### src/rtl/lfsr_range_rng.sv
// Free-running Fibonacci LFSR with reseed and zero-lockup guard, delivering an
// unbiased value in [0, RANGE-1] per request through rejection sampling.
module lfsr_range_rng #(
  parameter int                    LFSR_WIDTH = 16,
  parameter logic [LFSR_WIDTH-1:0] TAPS       = 16'hB400,
  parameter logic [LFSR_WIDTH-1:0] SEED       = 16'hACE1,
  parameter int                    OUT_WIDTH  = 2,
  parameter int                    RANGE      = 4,
  parameter int                    MAX_TRIES  = 8
) (
  input  logic                  CLOCK_50,
  input  logic                  reset,
  input  logic                  seed_load,
  input  logic [LFSR_WIDTH-1:0] seed_in,
  input  logic                  req,
  output logic                  busy,
  output logic                  rnd_valid,
  output logic [OUT_WIDTH-1:0]  rnd_out,
  output logic                  rnd_fallback,
  output logic [LFSR_WIDTH-1:0] lfsr_state
);

  localparam int                    TRY_W     = $clog2(MAX_TRIES) + 1;
  localparam logic [LFSR_WIDTH-1:0] ONE       = LFSR_WIDTH'(1);
  localparam logic [LFSR_WIDTH-1:0] SEED_SAFE = (SEED == '0) ? ONE : SEED;
  localparam logic [OUT_WIDTH:0]    RANGE_X   = (OUT_WIDTH+1)'(RANGE);
  localparam logic [TRY_W-1:0]      LAST_TRY  = TRY_W'(MAX_TRIES - 1);
  localparam logic [OUT_WIDTH-1:0]  FORCED    = OUT_WIDTH'(RANGE - 1);

  typedef enum logic {IDLE, SAMPLE} state_t;

  state_t                state, state_nxt;
  logic [LFSR_WIDTH-1:0] lfsr, lfsr_nxt;
  logic [TRY_W-1:0]      tries, tries_nxt;
  logic [OUT_WIDTH-1:0]  cand, out_nxt;
  logic                  valid_nxt, fallback_nxt, busy_nxt, accept;

  // Reseed wins; a zero register (only reachable through odd tap masks) is
  // forced back to 1 rather than shifted, so the sequence can never stall.
  function automatic logic [LFSR_WIDTH-1:0] lfsr_step(
    input logic [LFSR_WIDTH-1:0] cur,
    input logic                  ld,
    input logic [LFSR_WIDTH-1:0] sd
  );
    if (ld)
      return (sd == '0) ? ONE : sd;
    else if (cur == '0)
      return ONE;
    else
      return {cur[LFSR_WIDTH-2:0], ^(cur & TAPS)};
  endfunction

  assign cand       = lfsr[OUT_WIDTH-1:0];
  assign accept     = {1'b0, cand} < RANGE_X;
  assign lfsr_nxt   = lfsr_step(lfsr, seed_load, seed_in);
  assign lfsr_state = lfsr;

  always_comb begin
    state_nxt    = state;
    tries_nxt    = tries;
    out_nxt      = rnd_out;
    valid_nxt    = 1'b0;
    fallback_nxt = 1'b0;
    busy_nxt     = busy;
    case (state)
      IDLE: begin
        if (req) begin
          state_nxt = SAMPLE;
          busy_nxt  = 1'b1;
          tries_nxt = '0;
        end
      end
      SAMPLE: begin
        if (accept) begin
          out_nxt   = cand;
          valid_nxt = 1'b1;
          busy_nxt  = 1'b0;
          state_nxt = IDLE;
        end else if (tries == LAST_TRY) begin
          out_nxt      = FORCED;
          valid_nxt    = 1'b1;
          fallback_nxt = 1'b1;
          busy_nxt     = 1'b0;
          state_nxt    = IDLE;
        end else begin
          tries_nxt = tries + TRY_W'(1);
        end
      end
      default: state_nxt = IDLE;
    endcase
  end

  always_ff @(posedge CLOCK_50) begin
    if (reset) begin
      state        <= IDLE;
      lfsr         <= SEED_SAFE;
      tries        <= '0;
      rnd_out      <= '0;
      rnd_valid    <= 1'b0;
      rnd_fallback <= 1'b0;
      busy         <= 1'b0;
    end else begin
      state        <= state_nxt;
      lfsr         <= lfsr_nxt;
      tries        <= tries_nxt;
      rnd_out      <= out_nxt;
      rnd_valid    <= valid_nxt;
      rnd_fallback <= fallback_nxt;
      busy         <= busy_nxt;
    end
  end

endmodule

### config.mk
export PLATFORM = sky130hd
export DESIGN_NAME = lfsr_range_rng
export DESIGN_NICKNAME = d
export VERILOG_FILES = /design/src/rtl/lfsr_range_rng.sv
export SDC_FILE = /design/constraint.sdc
export NUM_CORES = 1
export LEC_CHECK = 0
export BUFFER_PORTS_ARGS = -buffer_cell sky130_fd_sc_hd__buf_2
export CAP_MARGIN = 20
export CORE_ASPECT_RATIO = 2
export CORE_MARGIN = 2
export CORE_UTILIZATION = 25
export DETAILED_ROUTE_END_ITERATION = 7
export PLACE_DENSITY = 0.58
export SYNTH_ARGS = -nofsm -noshare
export SYNTH_HDL_FRONTEND = slang
export SYNTH_SLANG_ARGS = --single-unit
### constraint.sdc
create_clock -name CLOCK_50 -period 1.8 [get_ports CLOCK_50]
set_input_delay 0.18 -clock CLOCK_50 [delete_from_list [all_inputs] [get_ports CLOCK_50]]
set_output_delay 0.18 -clock CLOCK_50 [all_outputs]
set_load 0.02 [all_outputs]
==> run_results.csv, run 1 <==
group,metric,value,unit
setup_path,path_max_fanout,2,
setup_path,r2r_slack,410,ps
cts,ctsResizeCount,0,
synthesis,synth_area_leaders,"dfxtp_1 50%, mux2i_1 11%, a211o_1 6.2%",
worst_hold_path,hp-start,"seed_in[15]",
grt,antenna_found_initial,0,
placement,dp.cells,147,
drt,drtIter0Drc,21,
setup_path,crit_type,"reg -> reg",
timing,timing.final.crit_period,1390,ps
setup_path,crit_path_start,"lfsr_state[12]",
floorplan,io_pins,41,
worst_hold_path,hold_path_class,"in -> reg",
timing,whs,143,ps
job,cap_violations,0,
placement,finalWeightedCongestion,0.703,
setup_path,arrival,1540,ps
timing,setup_viol,0,
setup_path,required,1950,ps
drt,firstDrtPassIters,4,
timing,slew_viol_final,0,
synthesis,synth-compound-area-share,0.107,
layout,seqCellArea,420,um^2
pwr,combPwrFrac,0.182,
synthesis,synthFlopType,"dfxtp_1",
timing,fmax,0.720,GHz
placement,dp_hpwl,1730,um
grt,grt_overflow,0,
floorplan,row_count,29,
drt,ant_nets,0,
pwr,swShare,0.277,
grt,grt_pass1_vias,766,
synthesis,synthTopCellsByCount,"21 x dfxtp_1, 10 x nor2_1, 9 x mux2i_1, 7 x nor2b_1, 6 x a211o_1",
grt,grt_usage,0.120,
synthesis,synth-simple-area-share,0.200,
floorplan,dieHeight,86.2,um
pwr,p_leak,0.521,nW
drt,dr_total_vias,736,
floorplan,core,3190,um^2
synthesis,synth.distinct_cells,24,
layout,multi_input_area,383,um^2
synthesis,synth.most_common_cell,"dfxtp_1",
synthesis,synth.top_cell.area_share,0.498,
floorplan,die-area,3890,um^2
synthesis,synth_xor_area_frac,0.0207,
cts,clockBufferDepth,2,
synthesis,yosysSeqAreaShare,0.498,
grt,grt_max_degree,24,
cts,htree_num_levels,1,
cts,cts_buffers,3,
drt,drc,0,
placement,port_buffers,39,
synthesis,yosys.area.top_type,"dfxtp_1",
pwr,pwr-share-clk,0.296,
pwr,peakVddDrop,0.315,mV
synthesis,synth-edff-count,0,
run_status,status,"complete, no violations",
timing,clock_skew,5.70,ps
timing,finalSetupTns,0,ps
cts,postCtsHoldBufs,0,
synthesis,synthAdderAreaFrac,0.0148,
cts,clk_latency,260,ps
setup_path,startpoint_type,"register",
layout,area_growth,29.2,%
placement,place_ws,413,ps
floorplan,die_x,45.1,um
timing,rsz0062_at_grt,"no",
synthesis,synth_area,845,um^2
cts,cts_setup_buffers,0,
cts,clk_pin_slew,80,ps
cts,clock-root-buffer,"clkbuf_8",
pwr,power_frac_seq,0.521,
synthesis,synth_nets,103,
floorplan,start_util,0.264,
synthesis,muxShareOfSynthArea,0.107,
synthesis,synth_top_family_by_area,"simple AND/OR/NAND/NOR gates",
setup_path,worst_setup_path_end_kind,"register",
synthesis,async_flop_share,0,
synthesis,ys_warn_count,0,
layout,fill_cells,356,
synthesis,synthCells,82,
timing,final-hold-violation-count,0,
drt,wl_per_cell,14.2,um
cts,cts_tree,"built",
pwr,p_int,0.732,mW
layout,nNetsFinal,142,
layout,drive_above_1_share,0.358,
pwr,p_sw,0.280,mW
pwr,p_per_area,928,nW/um^2
drt,avgViaCountPerCell,4.87,
grt,grt_pass1_wl,3460,um
layout,diodes,0,
drt,wirelength,2150,um
timing,setup_slack,411,ps
synthesis,syn_area_per_cell,10.3,um^2
cts,clock-sinks,21,
setup_path,rr_startpoint,"lfsr_state[12]",
timing,min_period_over_period,0.771,
layout,instances_no_fill,151,
synthesis,synth_seq_cells,21,
kinds of logic (layout without fill, tap and decap cells):
family | after synthesis | in the layout
xor+xnor | 2 | 2
other cells | 1 | 1
simple gates | 30 | 30
mux | 9 | 9
fa+ha+maj | 1 | 1
flops | 21 | 21
buf+inv | 7 | 45
compound gates | 11 | 11
metal layers:
layer / GRT usage / up-vias / share of wire
met5: 0 / - / 0
met4: 0.0642 / 0 / 0.018
met3: 0.0188 / 4 / 0.055
met2: 0.204 / 25 / 0.53
met1: 0.135 / 338 / 0.40
li1: - / 369 / -
layout by cell type (no fill, tap or decap):
cell	Yosys	final
a211o_1	6	6
a21oi_1	1	1
a41o_1	1	1
and4_1	1	1
buf_2	0	39
clkbuf_8	0	3
clkinv_2	0	1
conb_1	1	1
dfxtp_1	21	21
ha_1	1	1
inv_1	2	2
mux2i_1	9	9
nand3b_1	1	1
nor2_1	10	10
nor2b_1	7	7
nor3_1	3	3
nor3b_1	1	1
nor4_1	5	5
nor4b_1	1	1
o21ai_0	1	1
o31ai_1	1	1
o32a_1	1	1
or3b_1	1	1
xnor2_1	2	2
power by group through the flow:
| stage | Combinational, mW | Clock [mW] | Sequential, mW |
|---|---|---|---|
| finish | 0.185 | 0.300 | 0.527 |
| global route | 0.202 | 0.330 | 0.534 |
| CTS | 0.188 | 0.311 | 0.528 |
| detailed placement | 0.187 | 0 | 0.539 |
| global placement | 0.185 | 0 | 0.538 |
| floorplan | 0.0795 | 0 | 0.573 |
critical path, cell delays in order (launching register included):
cell	delay, ps
dfxtp_1	330
inv_1	50
ha_1	290
xnor2_1	190
xnor2_1	90
o32a_1	320
worst paths after layout:
check / endpoint / depth (start not counted)
max: lfsr_state[0] / 5
min: lfsr_state[15] / 2
max reg2reg: lfsr_state[0] / 5
min reg2reg: lfsr_state[14] / 2
through the flow:
stage               power [mW]  cell area, um^2  utilization
CTS                       1.03             1090        0.342
finish                    1.01             1090        0.342
floorplan                0.652              845            -
global placement         0.723             1040        0.327
detailed placement       0.726             1040        0.327
global route              1.07             1090        0.342
sequential cells by signal, indices dropped and copies added (netlist names):
register,cells
busy,1
lfsr_state,16
rnd_out,2
state,1
rnd_valid,1
cell type report:
cell class,instances,share of cell area
Clock inverter,1,0.00459
Sequential cell,21,0.385
Tap cell,31,0.0356
Multi-Input combinational cell,54,0.351
Timing Repair Buffer,39,0.179
Inverter,2,0.00688
Clock buffer,3,0.0378
(Power assumes the default switching activity.)
==> inputs of run 2 (changes only) <==
--- a/config.mk
+++ b/config.mk
@@ -5,13 +5,14 @@
 export SDC_FILE = /design/constraint.sdc
 export NUM_CORES = 1
 export LEC_CHECK = 0
+export ABC_AREA = 1
 export BUFFER_PORTS_ARGS = -buffer_cell sky130_fd_sc_hd__buf_2
 export CAP_MARGIN = 20
 export CORE_ASPECT_RATIO = 2
 export CORE_MARGIN = 2
 export CORE_UTILIZATION = 25
 export DETAILED_ROUTE_END_ITERATION = 7
-export PLACE_DENSITY = 0.58
+export PLACE_DENSITY = 0.56
 export SYNTH_ARGS = -nofsm -noshare
 export SYNTH_HDL_FRONTEND = slang
 export SYNTH_SLANG_ARGS = --single-unit
==> constraint.sdc (replaced) <==
create_clock -name CLOCK_50 -period 1.4 [get_ports CLOCK_50]
set_input_delay 0.14 -clock CLOCK_50 [delete_from_list [all_inputs] [get_ports CLOCK_50]]
set_output_delay 0.14 -clock CLOCK_50 [all_outputs]
set_load 0.02 [all_outputs]
==> run 2 against run 1 <==
Cell count up 50%. Global-route usage increased by 0.23 points. Worst hold slack worse by 40 ps. Sequential power increased by 28%. Synthesized cell count rose by 70%. Via count up 33%. Clock power is 30% higher. Fmax is 7.1% higher. Combinational power grew 39%. Count of clock-buffer cells in the layout increased by 1. Flip-flop and latch count unchanged. Clock skew down 3.1 ps. Largest power group unchanged.
==> run_results.csv, run 2 <==
group,metric,value,unit
synthesis,synthTopCellsByCount,"35 x nor2_1, 34 x nand2_1, 21 x dfxtp_1, 14 x inv_1, 12 x nand3_1",
cts,cts_setup_buffers,0,
floorplan,start_util,0.260,
layout,fin_util,0.332,
timing,slew_viol_final,0,
floorplan,die-area,4340,um^2
grt,grt_usage,0.122,
floorplan,dieHeight,91.2,um
timing,rsz0062_at_grt,"no",
synthesis,async_flop_share,0,
synthesis,synth-edff-count,0,
pwr,finalPower,1.32,mW
cts,cts_buffers,3,
floorplan,die_x,47.6,um
timing,final-hold-violation-count,0,
cts,postCtsHoldBufs,0,
timing,timing.final.crit_period,1300,ps
layout,drive_above_1_share,0.264,
grt,grt_pass1_wl,3850,um
cts,htree_num_levels,1,
placement,dpl_cell_area,1160,um^2
cts,ctsResizeCount,0,
timing,clock_skew,2.61,ps
synthesis,synth.top_cell.area_share,0.443,
setup_path,crit_path_start,"lfsr_state[12]",
synthesis,synth_nets,160,
placement,dp_hpwl,1990,um
layout,final_common_cell,"buf_2",
drt,drtIter0Drc,13,
grt,grt_use_met1,0.147,
drt,firstDrtPassIters,4,
floorplan,core,3650,um^2
grt,gr-max-usage-layer,"met2",
pwr,peakVddDrop,0.531,mV
synthesis,synth_area,950,um^2
synthesis,synth.most_common_cell,"nor2_1",
synthesis,synthFlopType,"dfxtp_1",
layout,diodes,0,
layout,nNetsFinal,200,
cts,clock-root-buffer,"clkbuf_8",
layout,area_growth,27.4,%
setup_path,arrival,1440,ps
grt,met2_usage,0.195,
timing,setup_slack,104,ps
synthesis,synthCells,139,
synthesis,synth_seq_cells,21,
pwr,p_leak,0.609,nW
timing,fmax,0.771,GHz
grt,grt_max_degree,19,
setup_path,path_max_fanout,3,
layout,fill_cells,456,
worst_hold_path,hold_path_class,"in -> reg",
placement,place_ws,120,ps
synthesis,yosys.area.top_type,"dfxtp_1",
placement,port_buffers,39,
timing,min_period_over_period,0.926,
drt,dr_total_vias,980,
synthesis,synth.distinct_cells,16,
cts,cts_tree,"built",
cts,clockBufferDepth,2,
drt,ant_nets,0,
timing,whs,103,ps
floorplan,io_pins,41,
cts,clk_pin_slew,70,ps
setup_path,worst_setup_path_end_kind,"register",
pwr,p_per_area,1090,nW/um^2
run_status,status,"complete, no violations",
timing,finalSetupTns,0,ps
synthesis,synth_area_leaders,"dfxtp_1 44%, nor2_1 14%, nand2_1 13%",
synthesis,syn_area_per_cell,6.83,um^2
layout,largest_reg_flops,16,
setup_path,rr_startpoint,"lfsr_state[12]",
worst_hold_path,hp-start,"seed_in[7]",
synthesis,yosysSeqAreaShare,0.443,
setup_path,crit_type,"reg -> reg",
drt,wirelength,2490,um
grt,gr-usage-met3,0.0139,
layout,final_cell_mix,"39 x buf_2, 35 x nor2_1, 34 x nand2_1",
cts,clk_latency,260,ps
layout,design_area,1210,um^2
layout,seqCellArea,420,um^2
setup_path,startpoint_type,"register",
synthesis,ys_warn_count,0,
grt,antenna_found_initial,0,
drt,wl_per_cell,11.0,um
placement,finalWeightedCongestion,0.749,
setup_path,required,1550,ps
timing,setup_viol,0,
floorplan,row_count,31,
layout,instances_no_fill,227,
grt,grt_overflow,0,
drt,avgViaCountPerCell,4.32,
job,cap_violations,0,
placement,dp.cells,223,
grt,grt_pass1_vias,900,
layout,multi_input_area,424,um^2
drt,drc,0,
cts,clock-sinks,21,
## run 2: path summary, 6_finish.rpt
path / end / slack, ps / cells after the start
hold reg to reg: busy / 450 / 2
hold / removal: lfsr_state[7] / 100 / 3
setup reg to reg: lfsr_state[0] / 100 / 10
setup / recovery: lfsr_state[0] / 100 / 10
## run 2: power by group
| part | internal [mW] | switching (mW) | leakage [nW] |
|---|---|---|---|
| Combinational | 0.0926 | 0.164 | 0.411 |
| Clock | 0.202 | 0.188 | 0.0228 |
| Sequential | 0.641 | 0.0328 | 0.175 |
## run 2: area by class of cell
class / instances / area share
flip-flops and latches: 21 / 0.347
repair buffers: 39 / 0.161
clock buffers: 4 / 0.0372
multi-input cells: 97 / 0.351
inverters: 17 / 0.0527
well taps: 49 / 0.0507
## run 2: kinds of logic (layout without fill, tap and decap cells)
| family | count (synthesis) | after routing | share of synthesized area |
|---|---|---|---|
| AND/OR/NAND/NOR | 83 | 83 | 0.353 |
| flip-flops | 21 | 21 | 0.443 |
| buffers and inverters | 21 | 60 | 0.111 |
| AO/OA/AOI/OAI | 12 | 12 | 0.0764 |
| adder cells (fa/ha/maj) | 1 | 1 | 0.0132 |
| other | 1 | 1 | 0.00395 |
## run 2: worst max-delay path, cell delays in order, from the launching register on
cell and delay, ps:
dfxtp_1 360, inv_1 50, ha_1 310, inv_1 60
nand2_1 60, nand3_1 90, nand2_1 50, inv_1 40
nand2_1 40, nand2_1 50, nand3_1 60
## run 2: per-layer routing
layer | wire length, um | vias up
li1 | - | 505
met1 | 1010 | 437
met2 | 1290 | 31
met3 | 109 | 7
met4 | 74 | 0
met5 | 0 | -
==> inputs of run 3 (changes only) <==
--- a/config.mk
+++ b/config.mk
@@ -13,6 +13,7 @@
 export CORE_UTILIZATION = 25
 export DETAILED_ROUTE_END_ITERATION = 7
 export PLACE_DENSITY = 0.56
+export SETUP_SLACK_MARGIN = 0.5
 export SYNTH_ARGS = -nofsm -noshare
 export SYNTH_HDL_FRONTEND = slang
 export SYNTH_SLANG_ARGS = --single-unit
==> run 3 against run 2 <==
Via count up 0.92%. Clock skew is 0.58 ps lower. Setup slack improved by 120 ps. First-iteration DRC count rose by 31%. Count of clock-buffer cells in the layout unchanged. Combinational power increased by 18%. Flip-flop and latch count unchanged. Highest routed layer unchanged. Die area is the same. Critical endpoint unchanged.
==> run_results.csv, run 3 (synthesis gave the netlist of run 2 again) <==
group,metric,value,unit
pwr,power_frac_seq,0.492,
layout,largest_reg_flops,16,
drt,wirelength,2630,um
cts,clock-root-buffer,"clkbuf_8",
layout,instances_no_fill,228,
drt,drtIter0Drc,17,
floorplan,die-area,4340,um^2
drt,drc,0,
pwr,swShare,0.294,
pwr,combPwrFrac,0.219,
layout,design_area,1360,um^2
placement,finalWeightedCongestion,0.790,
setup_path,path_max_fanout,2,
pwr,finalPower,1.38,mW
grt,grt_usage,0.135,
placement,port_buffers,39,
placement,dp_hpwl,2040,um
cts,clockBufferDepth,2,
placement,dpl_cell_area,1190,um^2
placement,dp.cells,223,
floorplan,core,3650,um^2
placement,place_ws,200,ps
timing,setup_viol,0,
timing,min_period_over_period,0.839,
pwr,p_sw,0.407,mW
cts,cts_buffers,3,
run_status,status,"complete, no violations",
drt,wl_per_cell,11.5,um
grt,grt_pass1_wl,4180,um
cts,clk_latency,260,ps
pwr,pwr-share-clk,0.288,
layout,drive_above_1_share,0.413,
setup_path,arrival,1320,ps
grt,grt_max_degree,19,
worst_hold_path,hold_path_class,"in -> reg",
pwr,p_int,0.977,mW
job,cap_violations,0,
layout,nNetsFinal,201,
timing,final-hold-violation-count,0,
floorplan,row_count,31,
timing,rsz0062_at_grt,"yes",
setup_path,startpoint_type,"register",
setup_path,crit_type,"reg -> reg",
grt,antenna_found_initial,0,
cts,htree_num_levels,1,
pwr,peakVddDrop,0.625,mV
cts,clk_pin_slew,70,ps
timing,timing.final.crit_period,1180,ps
timing,fmax,0.851,GHz
drt,ant_nets,0,
layout,final_common_cell,"nor2_1",
layout,final_cell_mix,"33 x nor2_1, 32 x nand2_1, 21 x buf_2",
drt,firstDrtPassIters,4,
setup_path,required,1540,ps
timing,clock_skew,2.03,ps
cts,clock-sinks,21,
timing,finalSetupTns,0,ps
floorplan,dieHeight,91.2,um
drt,avgViaCountPerCell,4.34,
pwr,p_leak,0.636,nW
floorplan,io_pins,41,
grt,grt_overflow,0,
drt,dr_total_vias,989,
setup_path,worst_setup_path_end_kind,"register",
floorplan,start_util,0.260,
grt,grt_pass1_vias,987,
layout,diodes,0,
timing,setup_slack,225,ps
timing,slew_viol_final,0,
layout,area_growth,42.7,%
pwr,p_per_area,1020,nW/um^2
floorplan,die_x,47.6,um
cts,cts_tree,"built",
## run 3: power groups by stage
stage,clock network [mW],registers [mW],logic [mW]
after floorplan,0,0.734,0.127
after global placement,0,0.689,0.267
after detailed placement,0,0.689,0.269
after CTS,0.407,0.681,0.300
after global routing,0.437,0.688,0.338
final,0.399,0.681,0.304
## run 3: path summary, 6_finish.rpt
kind / start / endpoint / slack (ps) / cells after the start
max: lfsr_state[12] / lfsr_state[0] / 220 / 11
min: seed_in[10] / lfsr_state[10] / 100 / 3
max reg2reg: lfsr_state[12] / lfsr_state[0] / 220 / 11
min reg2reg: busy / busy / 450 / 2
## run 3: area by class of cell
class	instances	area, um^2
multi-input combinational	97	452
fill	450	2290
inverter	17	66.3
clock buffer	4	45.0
sequential	21	457
tap	49	61.3
timing repair buffer	40	274
## run 3: metrics by stage
stage	hold slack, ps	util
floorplan	209	-
global placement	369	0.327
detailed placement	374	0.327
CTS	102	0.363
global route	108	0.372
finish	96.1	0.372
## run 3: critical path: stages (launching register included)
cell and delay, ps:
dfxtp_4 350, inv_2 40, ha_4 260, inv_2 30
nand2_2 50, nand2_1 50, nand2_1 50, nand2_1 40
inv_1 40, nand2_1 40, nand2_1 50, nand3_1 60
## run 3: metal layers
metal	vias up	wire length (um)	GRT usage
met5	-	0	0
met4	0	67	0.0676
met3	5	98	0.0119
met2	32	1490	0.244
met1	443	980	0.139
li1	509	-	-
## run 3: what timing repair did
| item | 4_1_cts | 5_1_grt |
|---|---|---|
| setup buffers | 1 | 0 |
| endpoints found under the hold margin | 0 | 0 |
| pin swaps | 0 | 1 |
| gates resized for setup | 36 | 13 |
| hold buffers | 0 | 0 |
| setup endpoints to repair | 20 | 23 |
